<file path="src/rtl/cpu_pkg.sv">
// Shared constants for the MIPS fetch front end: vectors, next-PC select
// encodings, opcode values and the supported-opcode lookup.
package cpu_pkg;

    localparam logic [31:0] DEF_RESET_VEC = 32'h8000_0000;
    localparam logic [31:0] DEF_IRQ_VEC   = 32'h8000_0004;
    localparam logic [31:0] DEF_EXC_VEC   = 32'h8000_0008;
    localparam logic [31:0] NOP_INSTR     = 32'h0000_0000;

    typedef enum logic [1:0] {
        PCSRC_SEQ = 2'd0,
        PCSRC_BR  = 2'd1,
        PCSRC_J   = 2'd2,
        PCSRC_JR  = 2'd3
    } pc_src_e;

    localparam logic [5:0] OP_RTYPE  = 6'h00;
    localparam logic [5:0] OP_REGIMM = 6'h01;
    localparam logic [5:0] OP_J      = 6'h02;
    localparam logic [5:0] OP_JAL    = 6'h03;
    localparam logic [5:0] OP_BEQ    = 6'h04;
    localparam logic [5:0] OP_BNE    = 6'h05;
    localparam logic [5:0] OP_BLEZ   = 6'h06;
    localparam logic [5:0] OP_BGTZ   = 6'h07;
    localparam logic [5:0] OP_ADDI   = 6'h08;
    localparam logic [5:0] OP_ADDIU  = 6'h09;
    localparam logic [5:0] OP_SLTI   = 6'h0A;
    localparam logic [5:0] OP_SLTIU  = 6'h0B;
    localparam logic [5:0] OP_ANDI   = 6'h0C;
    localparam logic [5:0] OP_ORI    = 6'h0D;
    localparam logic [5:0] OP_LUI    = 6'h0F;
    localparam logic [5:0] OP_LW     = 6'h23;
    localparam logic [5:0] OP_SW     = 6'h2B;

    function automatic logic op_supported(input logic [5:0] op);
        logic hit;
        hit = 1'b0;
        case (op)
            OP_RTYPE, OP_REGIMM, OP_J, OP_JAL, OP_BEQ, OP_BNE, OP_BLEZ,
            OP_BGTZ, OP_ADDI, OP_ADDIU, OP_SLTI, OP_SLTIU, OP_ANDI,
            OP_ORI, OP_LUI, OP_LW, OP_SW: hit = 1'b1;
            default:                      hit = 1'b0;
        endcase
        return hit;
    endfunction

endpackage

</file>
<file path="src/rtl/pc_next_calc.sv">
// Combinational next-PC for the normal (non-stall, non-trap) flow: PC+4,
// branch target, jump target and register jump with the kernel-bit rule.
module pc_next_calc
    import cpu_pkg::*;
(
    input  logic [31:0] pc,
    input  logic [1:0]  pc_src,
    input  logic        br_taken,
    input  logic [15:0] imm16,
    input  logic [25:0] jtarget,
    input  logic [31:0] jr_addr,
    output logic [31:0] pc_plus4,
    output logic [31:0] seq_next
);

    logic [30:0] br_sum;
    logic [31:0] target;

    always_comb begin
        pc_plus4 = pc + 32'd4;
        // 31-bit sum so branch arithmetic can never carry into the kernel bit
        br_sum   = pc_plus4[30:0] + {{13{imm16[15]}}, imm16, 2'b00};
        target   = pc_plus4;
        case (pc_src_e'(pc_src))
            PCSRC_BR: if (br_taken) target = {pc[31], br_sum};
            PCSRC_J:  target = {pc_plus4[31:28], jtarget, 2'b00};
            PCSRC_JR: target = {pc[31] & jr_addr[31], jr_addr[30:0]};
            default:  target = pc_plus4;
        endcase
        seq_next = target & 32'hFFFF_FFFC;
    end

endmodule

</file>
<file path="src/rtl/pc_fetch.sv">
// Instruction-fetch front end: PC register, interrupt sampling and squash.
// Define PCF_ILLOP_EN to add illegal-opcode trapping and the exc_take port.
module pc_fetch
    import cpu_pkg::*;
#(
    parameter logic [31:0] RESET_VEC = cpu_pkg::DEF_RESET_VEC,
    parameter logic [31:0] IRQ_VEC   = cpu_pkg::DEF_IRQ_VEC
`ifdef PCF_ILLOP_EN
   ,parameter logic [31:0] EXC_VEC   = cpu_pkg::DEF_EXC_VEC
`endif
)(
    input  logic        clk,
    input  logic        reset,
    input  logic        stall,
    input  logic [1:0]  pc_src,
    input  logic        br_taken,
    input  logic [15:0] imm16,
    input  logic [25:0] jtarget,
    input  logic [31:0] jr_addr,
    input  logic        irq,
    output logic [31:0] rom_addr,
    input  logic [31:0] rom_data,
    output logic [31:0] instr,
    output logic [31:0] pc,
    output logic [31:0] pc_plus4,
    output logic        irq_take,
`ifdef PCF_ILLOP_EN
    output logic        exc_take,
`endif
    output logic [31:0] xp
);

    logic [31:0] pc_q, pc_d;
    logic        irq_q, irq_d;
    logic [31:0] seq_next;
    logic        exc_hit;

    pc_next_calc u_next (
        .pc       (pc_q),
        .pc_src   (pc_src),
        .br_taken (br_taken),
        .imm16    (imm16),
        .jtarget  (jtarget),
        .jr_addr  (jr_addr),
        .pc_plus4 (pc_plus4),
        .seq_next (seq_next)
    );

    always_comb begin
        irq_take = irq_q & ~pc_q[31] & ~stall;
`ifdef PCF_ILLOP_EN
        exc_hit  = ~op_supported(rom_data[31:26]) & ~pc_q[31] & ~stall & ~irq_take;
`else
        exc_hit  = 1'b0;
`endif
        irq_d = irq;
        if (stall)         pc_d = pc_q;
        else if (irq_take) pc_d = {IRQ_VEC[31:2], 2'b00};
`ifdef PCF_ILLOP_EN
        else if (exc_hit)  pc_d = {EXC_VEC[31:2], 2'b00};
`endif
        else               pc_d = seq_next;
        instr = (irq_take | exc_hit) ? NOP_INSTR : rom_data;
        // interrupts resume at the squashed instruction, traps skip the faulting one
        xp    = exc_hit ? pc_plus4 : pc_q;
    end

`ifdef PCF_ILLOP_EN
    assign exc_take = exc_hit;
`endif
    assign pc       = pc_q;
    assign rom_addr = pc_q;

    always_ff @(posedge clk or negedge reset) begin
        if (!reset) begin
            pc_q  <= RESET_VEC;
            irq_q <= 1'b0;
        end else begin
            pc_q  <= pc_d;
            irq_q <= irq_d;
        end
    end

endmodule

</file>
<file path="config.mk">
export PLATFORM = sky130hd
export DESIGN_NAME = pc_fetch
export DESIGN_NICKNAME = d
export VERILOG_FILES = /design/src/rtl/cpu_pkg.sv /design/src/rtl/pc_next_calc.sv /design/src/rtl/pc_fetch.sv
export SDC_FILE = /design/constraint.sdc
export NUM_CORES = 1
export LEC_CHECK = 0
export BUFFER_PORTS_ARGS = -buffer_cell sky130_fd_sc_hd__buf_2
export CAP_MARGIN = 20
export CORE_AREA = 2 2 105 107
export DETAILED_ROUTE_END_ITERATION = 12
export DIE_AREA = 0 0 107 109
export PLACE_DENSITY = 0.9
export SLEW_MARGIN = 20
export SYNTH_ARGS = -nofsm -noshare
export SYNTH_HDL_FRONTEND = slang
export SYNTH_SLANG_ARGS = --single-unit
</file>
<file path="constraint.sdc">
create_clock -name clk -period 5.6 [get_ports clk]
set_input_delay 0.28 -clock clk [delete_from_list [all_inputs] [get_ports clk]]
set_output_delay 0.28 -clock clk [all_outputs]
set_load 0.01 [all_outputs]
</file>
==> results of run 1 <==
==> stage by stage <==
step           instance area, µm²  util [%]  std cells
2_1_floorplan                4910         -        624
3_3_place_gp                 5820      54.9        939
3_5_place_dp                 5820      54.9        939
4_1_cts                      5920      55.9        947
5_1_grt                      5920      55.9        947
6_report                     5920      55.9        947
==> layout by cell type (no fill, tap or decap), types with 5 or more instances in the layout <==
master / Yosys / final
dfrtp_1: 30 / 30
ha_1: 34 / 34
nor3_1: 5 / 5
conb_1: 1 / 8
a21oi_1: 53 / 53
mux2_2: 11 / 11
o221ai_1: 5 / 5
inv_1: 11 / 11
o21ai_0: 26 / 26
a221oi_1: 6 / 6
buf_2: 4 / 263
and4_1: 5 / 5
and3_1: 11 / 11
mux2i_1: 15 / 15
nand3_1: 14 / 14
buf_4: 71 / 5
xnor2_1: 34 / 34
nand2_1: 53 / 53
nor2b_1: 42 / 42
nor2_1: 29 / 29
clkbuf_8: 0 / 7
a211oi_1: 13 / 13
o21bai_1: 6 / 6
a22o_1: 9 / 9
a21o_1: 14 / 14
xor2_1: 18 / 18
==> routing by layer <==
metal  vias to the layer above  GRT usage (%)  part of all wire [%]
met5                         -              0                     0
met4                         0           7.70                   2.1
met3                        30           4.96                   8.1
met2                       277           44.9                    48
met1                      2489           35.6                    42
li1                       2531              -                     -
==> registers in the layout (all words and copies together), names as in the netlist <==
signal and count:
irq_q 1, pc 30
==> cell families after synthesis <==
family	count (synthesis)	synth area share (%)
AOI/OAI and AO/OA	175	25.3
other	1	0.0768
DFF	31	15.9
xor gates and xnor gates	52	9.33
adders and majority gates	35	9.12
buffers and inverters	104	13.6
and+or+nand+nor	193	21.1
muxes	26	5.61
==> cell type report <==
type	count	area [µm²]	area share (%)
flip-flops and latches	31	777	13.1
inverters	11	41.3	0.697
well taps	140	175	2.96
multi-input cells	489	3480	58.7
clock buffers	8	100	1.69
repair buffers	268	1350	22.9
==> worst max-delay path, delay by kind of cell (launching register included) <==
| kind | cells | cell delay (ps) |
|---|---|---|
| mux | 1 | 260 |
| flops | 1 | 500 |
| compound gates | 4 | 760 |
| simple gates | 7 | 2250 |
| fa+ha+maj | 1 | 350 |
| xor+xnor | 1 | 240 |
==> path summary, 6_finish.rpt <==
| kind | endpoint | slack, ps | cells past startpoint |
|---|---|---|---|
| setup reg to reg | pc[30]$_DFFE_PN0N_ | 1080 | 14 |
| max in group asynchronous | pc[26]$_DFFE_PN0N_ | 4950 | 1 |
| hold / removal | irq_q$_DFF_PN0_ | 100 | 1 |
| min in group asynchronous | pc[6]$_DFFE_PN0N_ | 110 | 1 |
| setup / recovery | pc[30]$_DFFE_PN0N_ | 1080 | 14 |
| hold reg to reg | pc[31]$_DFFE_PN1P_ | 610 | 2 |
==> where the power goes <==
part           internal (mW)  total (mW)  switching (mW)
sequential             0.268       0.362          0.0937
combinational          0.463        1.06           0.596
clock                  0.113       0.211          0.0982
==> out/metrics.yaml, run 1 <==
sta:
  fmax_mhz: 221
  skew_ps: 7.90
  finalCriticalPeriod_ps: 4520
  slew_headroom_pct: 28.2
  tns_ps: 0
  worst_slack_ps: 1080
  rsz0062_at_grt: "no"
  hold_viol: 0
  tightest_slew_ps: 1080
  timing.final.crit_share_pct: 80.8
  maxSlewViolCount: 0
  setup_viol: 0
  hold_slack_ps: 95.5
pwr:
  ir_drop_mv: 0.162
  cellLeakagePower_nw: 3.02
  power.total_mw: 1.63
  powerDensity_mw_per_mm2: 276
clock_tree:
  cts_max_level: 2
  cts_buffer_depth: 2
  cts_buffers: 5
  holdBufCountCts: 0
  cts_resized: 0
  cts_setup_buffers: 0
  root_buffer: "clkbuf_8"
  clk_pin_slew_ps: 80
  clk-insertion-delay-late_ps: 290
  cts_tree: "built"
  clkSinkCount: 31
placement:
  dpl.hpwl_um: 12600
  dp_slack_ps: 1150
  port_buffers: 263
  globalplace.congestion: 0.994
floorplanning:
  dieHeight_um: 109
  core_mm2: 0.0106
  num_rows: 38
  die-area_mm2: 0.0117
  initial_utilization_pct: 46.1
  pin_count: 274
  dieWidth_um: 107
worst_setup_path:
  critPathMaxFanout: 9
  slowest_stage: "nor3_1"
  critPathKind: "flop to flop"
  critical_path.startpoint: "pc[7]$_DFFE_PN0N_"
  r2r-start: "pc[7]$_DFFE_PN0N_"
  crit_chain: "nand4_1, nor3_1, and4_1, and2_1, nand2_1, xnor2_1, ha_1, a21o_1, a21oi_1, nor3b_1, or4_1, a311oi_2, mux2i_1, a221oi_2"
  cp.required_ps: 5740
  critPathCaptureType: "flop"
  cp_data_arrival_time_ps: 4660
  cpPeakStageDelay_ps: 630
  crit_path_start_kind: "flop"
yosys:
  synthCells: 617
  yosysTopAreaCell: "dfrtp_1"
  ys_ff_latch: 31
  synth_area_leaders: "dfrtp_1, buf_4, ha_1, xnor2_1, a21oi_1"
  synthArstFlopShare_pct: 100
  synth.most_common_cell: "buf_4"
  ys_seq_area_share_pct: 15.9
  yosysUniqueCellTypes: 74
  netlist_area_mm2: 0.00488
  synth_commonest_cells: "buf_4, a21oi_1, nand2_1"
  postSynthAreaPerCell_um2: 7.91
  ys_warn_count: 0
  yosysTopAreaCellShare_pct: 15.4
  synth_flop_cell: "dfrtp_1"
  synth_enable_flop_cells: 0
grt:
  overflow: 0
  grt_use_total_pct: 26.9
  grt_pass1_vias: 4863
  antenna_found_initial: 0
  grt_start_max_net_pins: 48
  grt_pass1_wl_um: 24600
finish:
  drive_above_1_share_pct: 38.2
  nets: 954
  n_antenna_cell: 0
  fillers: 1017
  area_delta_synth_final_pct: 21.3
route:
  drtIter0Drc: 405
  vias_per_cell: 5.63
  num_vias: 5327
  wl_per_cell_um: 17.7
  dr.pass1.iters: 5
  wl_um: 16800
  ant_nets: 0
  remaining_drc_errors: 0
worst_hold_path:
  hp-class: "primary input to flop"
  min_from: "irq"
outcome:
  status: "finished, final reports clean"
job:
  cap_violations: 0
Power figures use the tool's default switching activity.
==> inputs of run 2 (changes only) <==
Settings changed: CORE_AREA 2 2 105 107 to default, CORE_ASPECT_RATIO from default to 0.75, CORE_UTILIZATION from default to 46, DIE_AREA 0 0 107 109 to default, PLACE_DENSITY 0.9 to 0.89.
Clock period 5.6 ns to 4.52 ns, I/O delays scaled along.
==> out/metrics.yaml, run 2 (synthesis gave the netlist of run 1 again) <==
sta:
  hold_viol: 0
  fmax_mhz: 238
  timing.final.crit_share_pct: 92.8
  slew_headroom_pct: 34.6
  rsz0062_at_grt: "no"
  skew_ps: 7.15
  worst_slack_ps: 326
  maxSlewViolCount: 0
  tightest_slew_ps: 982
  tns_ps: 0
  setup_viol: 0
  finalCriticalPeriod_ps: 4190
finish:
  largest_register_ff_count: 30
  multi_input_area_mm2: 0.00348
  postLayoutCellArea_mm2: 0.00606
  instances_no_fill: 957
  seqCellArea_um2: 777
  final_common_cell: "buf_2"
  layout_common_cells: "buf_2, nand2_1, a21oi_1, nor2b_1"
  area_delta_synth_final_pct: 24.1
  drive_above_1_share_pct: 39.2
  fillers: 980
  nets: 966
worst_hold_path:
  hp-class: "primary input to asynchronous set/reset pin"
clock_tree:
  root_buffer: "clkbuf_16"
  clk_pin_slew_ps: 60
  clkSinkCount: 31
  holdBufCountCts: 0
  clk-insertion-delay-late_ps: 290
  cts_buffer_depth: 2
  cts_tree: "built"
  cts_buffers: 5
  cts_setup_buffers: 0
  cts_max_level: 2
  cts_resized: 0
worst_setup_path:
  critPathKind: "flop to flop"
  crit_path_start_kind: "flop"
  crit_family: "simple AND/OR/NAND/NOR gates"
  cp_data_arrival_time_ps: 4400
  crit_chain: "ha_1, nand3_1, buf_4, nor2_1, nand4_1, xnor2_1, ha_1, and3_4, and3_1, a211oi_2, buf_4, o211ai_2, o211ai_2, o21ai_2, a21oi_1, or4b_1, a31oi_1"
  slowest_stage: "or4b_1"
  crit_buf_inv: 2
  r2r-start: "pc[3]$_DFFE_PN0N_"
  cpPeakStageDelay_ps: 510
  critPathMaxFanout: 7
  reg2reg_slack_ps: 330
  ff2ff_path_depth: 17
  cp.required_ps: 4720
  critPathCaptureType: "flop"
  r2r-end: "pc[27]$_DFFE_PN0N_"
floorplanning:
  dieHeight_um: 91.2
  dieWidth_um: 121
  initial_utilization_pct: 47.5
  num_rows: 32
  die-area_mm2: 0.0110
  core_mm2: 0.0103
  pin_count: 274
placement:
  dp_slack_ps: 369
  placed_cell_area_mm2: 0.00591
  port_buffers: 263
  dp_cells: 947
  globalplace.congestion: 0.931
  dpl.hpwl_um: 12800
pwr:
  ir_drop_mv: 0.175
  powerDensity_mw_per_mm2: 354
  cellLeakagePower_nw: 3.10
  power.total_mw: 2.14
route:
  dr.pass1.iters: 5
  wl_um: 16900
  wl_per_cell_um: 17.7
  drtIter0Drc: 280
  vias_per_cell: 5.58
  ant_nets: 0
  num_vias: 5343
  remaining_drc_errors: 0
grt:
  grt_pass1_vias: 4874
  antenna_found_initial: 2
  grt_start_max_net_pins: 48
  grt_pass1_wl_um: 25500
  grt_use_total_pct: 30.0
  overflow: 0
job:
  cap_violations: 0
outcome:
  status: "finished, final reports clean"
[run 2: stage by stage]
step | hold slack, ps | util [%]
finish | 35.5 | 58.9
global route | 45.1 | 58.9
CTS | 43.9 | 58.8
detailed placement | 340 | 57.4
global placement | 335 | 57.4
floorplan | -69.6 | -
[run 2: worst max path at each step]
stage,cells after the start,endpoint,from
after CTS,13,pc[30]$_DFFE_PN0N_,pc[3]$_DFFE_PN0N_
after global routing,16,pc[30]$_DFFE_PN0N_,pc[3]$_DFFE_PN0N_
final,17,pc[27]$_DFFE_PN0N_,pc[3]$_DFFE_PN0N_
after floorplan,15,pc[22]$_DFFE_PN0N_,pc[3]$_DFFE_PN0N_
after global placement,13,pc[30]$_DFFE_PN0N_,pc[2]$_DFFE_PN0N_
after detailed placement,13,pc[30]$_DFFE_PN0N_,pc[3]$_DFFE_PN0N_
[run 2: power by group]
| part | total, mW | switching, mW | internal (mW) | leakage [nW] |
|---|---|---|---|---|
| clock network | 0.349 | 0.146 | 0.204 | 0.0669 |
| logic | 1.35 | 0.755 | 0.593 | 2.66 |
| registers | 0.445 | 0.112 | 0.333 | 0.376 |
[run 2: layer usage]
metal	global-route usage, %	part of all wire (%)	vias up
li1	-	-	2564
met5	0	0	-
met2	50.3	47	250
met1	38.5	42	2504
met4	9.67	2.2	0
met3	5.84	8.7	25
[run 2: final cells by class]
type | count | area share, %
antenna | 2 | 0.0826
clock buffer | 6 | 2.13
clock inverter | 2 | 0.206
inverter | 11 | 0.681
multi-input combinational | 489 | 57.5
sequential | 31 | 12.8
tap | 136 | 2.81
timing repair buffer | 280 | 23.8
[run 2: worst reg2reg max path: stages (launching register included)]
cell and delay, ps:
dfrtp_1 470, ha_1 290, nand3_1 180, buf_4 200, nor2_1 170, nand4_1 160
xnor2_1 200, ha_1 430, and3_4 260, and3_1 180, a211oi_2 90, buf_4 170
o211ai_2 170, o211ai_2 150, o21ai_2 210, a21oi_1 130, or4b_1 510, a31oi_1 160
==> inputs of run 3 (changes only) <==
Settings changed: PLACE_DENSITY 0.89 to 0.85.
==> out/metrics.yaml, run 3 (synthesis gave the netlist of run 1 again) <==
route:
  dr.pass1.iters: 5
  drtIter0Drc: 433
  wl_um: 16800
  wl_per_cell_um: 17.6
  num_vias: 5424
  remaining_drc_errors: 0
  ant_nets: 0
  vias_per_cell: 5.69
clock_tree:
  holdBufCountCts: 0
  clkSinkCount: 31
  clk_pin_slew_ps: 60
  clk-insertion-delay-late_ps: 280
  cts_setup_buffers: 0
  cts_resized: 0
  cts_buffers: 5
  cts_buffer_depth: 2
  cts_max_level: 2
  root_buffer: "clkbuf_16"
  cts_tree: "built"
grt:
  antenna_found_initial: 2
  grt_use_total_pct: 29.2
  grt_start_max_net_pins: 48
  grt_pass1_wl_um: 25100
  grt_pass1_vias: 4681
  overflow: 0
finish:
  final_common_cell: "buf_2"
  nets: 962
  drive_above_1_share_pct: 38.9
  instances_no_fill: 953
  area_delta_synth_final_pct: 23.7
  largest_register_ff_count: 30
  fillers: 1004
  layout_common_cells: "buf_2, nand2_1, a21oi_1, nor2b_1"
floorplanning:
  die-area_mm2: 0.0110
  dieHeight_um: 91.2
  num_rows: 32
  initial_utilization_pct: 47.5
  dieWidth_um: 121
  core_mm2: 0.0103
  pin_count: 274
worst_setup_path:
  critical_path.startpoint: "pc[3]$_DFFE_PN0N_"
  critPathMaxFanout: 7
  slowest_stage: "a2111oi_0"
  cp_data_arrival_time_ps: 4440
  reg2reg_slack_ps: 240
  cp.required_ps: 4690
  cpPeakStageDelay_ps: 560
  critPathCaptureType: "flop"
  crit_path_start_kind: "flop"
  crit_chain: "ha_1, nand3_1, nor3_2, and4_1, xor2_1, ha_1, and3_1, a2111oi_0, o31a_1, a21oi_1, xor2_1, a211o_1, a2bb2o_4, a22o_1"
  critPathKind: "flop to flop"
  r2r-end: "pc[22]$_DFFE_PN0N_"
  r2r-start: "pc[3]$_DFFE_PN0N_"
  ff2ff_path_depth: 14
pwr:
  p_sw_mw: 1.00
  p_int_mw: 1.15
  power.total_mw: 2.15
  cellLeakagePower_nw: 3.08
  p_comb_share_pct: 61.9
  p_sw_share_pct: 46.5
  powerDensity_mw_per_mm2: 356
  power_frac_seq_pct: 20.8
  clkPwrFrac_pct: 17.3
  ir_drop_mv: 0.155
sta:
  tightest_slew_ps: 1070
  fmax_mhz: 234
  skew_ps: 2.48
  finalCriticalPeriod_ps: 4280
  slew_headroom_pct: 28.4
  tns_ps: 0
  rsz0062_at_grt: "no"
  setup_viol: 0
  hold_viol: 0
  timing.final.crit_share_pct: 94.6
  maxSlewViolCount: 0
  hold_slack_ps: 48.4
placement:
  dpl.hpwl_um: 13000
  dp_cells: 943
  globalplace.congestion: 0.916
  port_buffers: 263
worst_hold_path:
  hp-class: "primary input to asynchronous set/reset pin"
outcome:
  status: "finished, final reports clean"
job:
  cap_violations: 0
-- run 3: cell types whose count changed in the layout (fill, tap and decap cells not counted) --
| cell | change |
|---|---|
| clkinvlp_4 | -1 |
| clkbuf_8 | +2 |
| buf_4 | -4 |
| nor3_4 | -1 |
| nor3_2 | +1 |
| clkinv_2 | -1 |
-- run 3: power groups by stage --
| stage | combinational, mW | clock, mW | sequential, mW |
|---|---|---|---|
| floorplan | 0.981 | 0 | 0.452 |
| detailed placement | 1.31 | 0 | 0.452 |
| CTS | 1.32 | 0.374 | 0.447 |
| global placement | 1.29 | 0 | 0.449 |
| finish | 1.33 | 0.372 | 0.448 |
| global route | 1.44 | 0.388 | 0.462 |
-- run 3: per-layer routing --
metal | share of wire, % | vias to the layer above | track usage (%) | wire length (µm)
li1 | - | 2564 | - | -
met4 | 2.3 | 0 | 7.51 | 382
met2 | 46 | 308 | 48.6 | 7780
met1 | 41 | 2525 | 39.1 | 6890
met5 | 0 | - | 0 | 0
met3 | 10 | 27 | 4.40 | 1710
-- run 3: worst max-delay path by stage --
stage | slack [ps] | to | cells past startpoint
finish | 240 | pc[22]$_DFFE_PN0N_ | 14
global route | 40 | pc[17]$_DFFE_PN0N_ | 16
CTS | 330 | pc[30]$_DFFE_PN0N_ | 13
detailed placement | 370 | pc[30]$_DFFE_PN0N_ | 13
global placement | 400 | pc[22]$_DFFE_PN0N_ | 14
floorplan | 650 | pc[22]$_DFFE_PN0N_ | 15
-- run 3: worst max-delay path, delay by kind of cell (launching register included) --
family          cells  cell delay (ps)
compound gates      6             1550
xor+xnor            2              420
fa+ha+maj           2              630
flops               1              460
simple gates        4             1090
-- run 3: area by class of cell --
class	count	area [µm²]	area share (%)
multi-input cells	489	3480	57.6
repair buffers	276	1410	23.4
diodes	2	5.00	0.0829
clock buffers	8	156	2.59
flip-flops and latches	31	777	12.9
inverters	11	41.3	0.684
well taps	136	170	2.82
-- run 3: metrics by stage --
step | area, µm² | utilization, % | setup slack, ps
2_1_floorplan | 4910 | - | 655
3_3_place_gp | 5880 | 57.1 | 405
4_1_cts | 6030 | 58.6 | 334
6_report | 6040 | 58.7 | 243
3_5_place_dp | 5880 | 57.1 | 369
5_1_grt | 6040 | 58.7 | 44.5
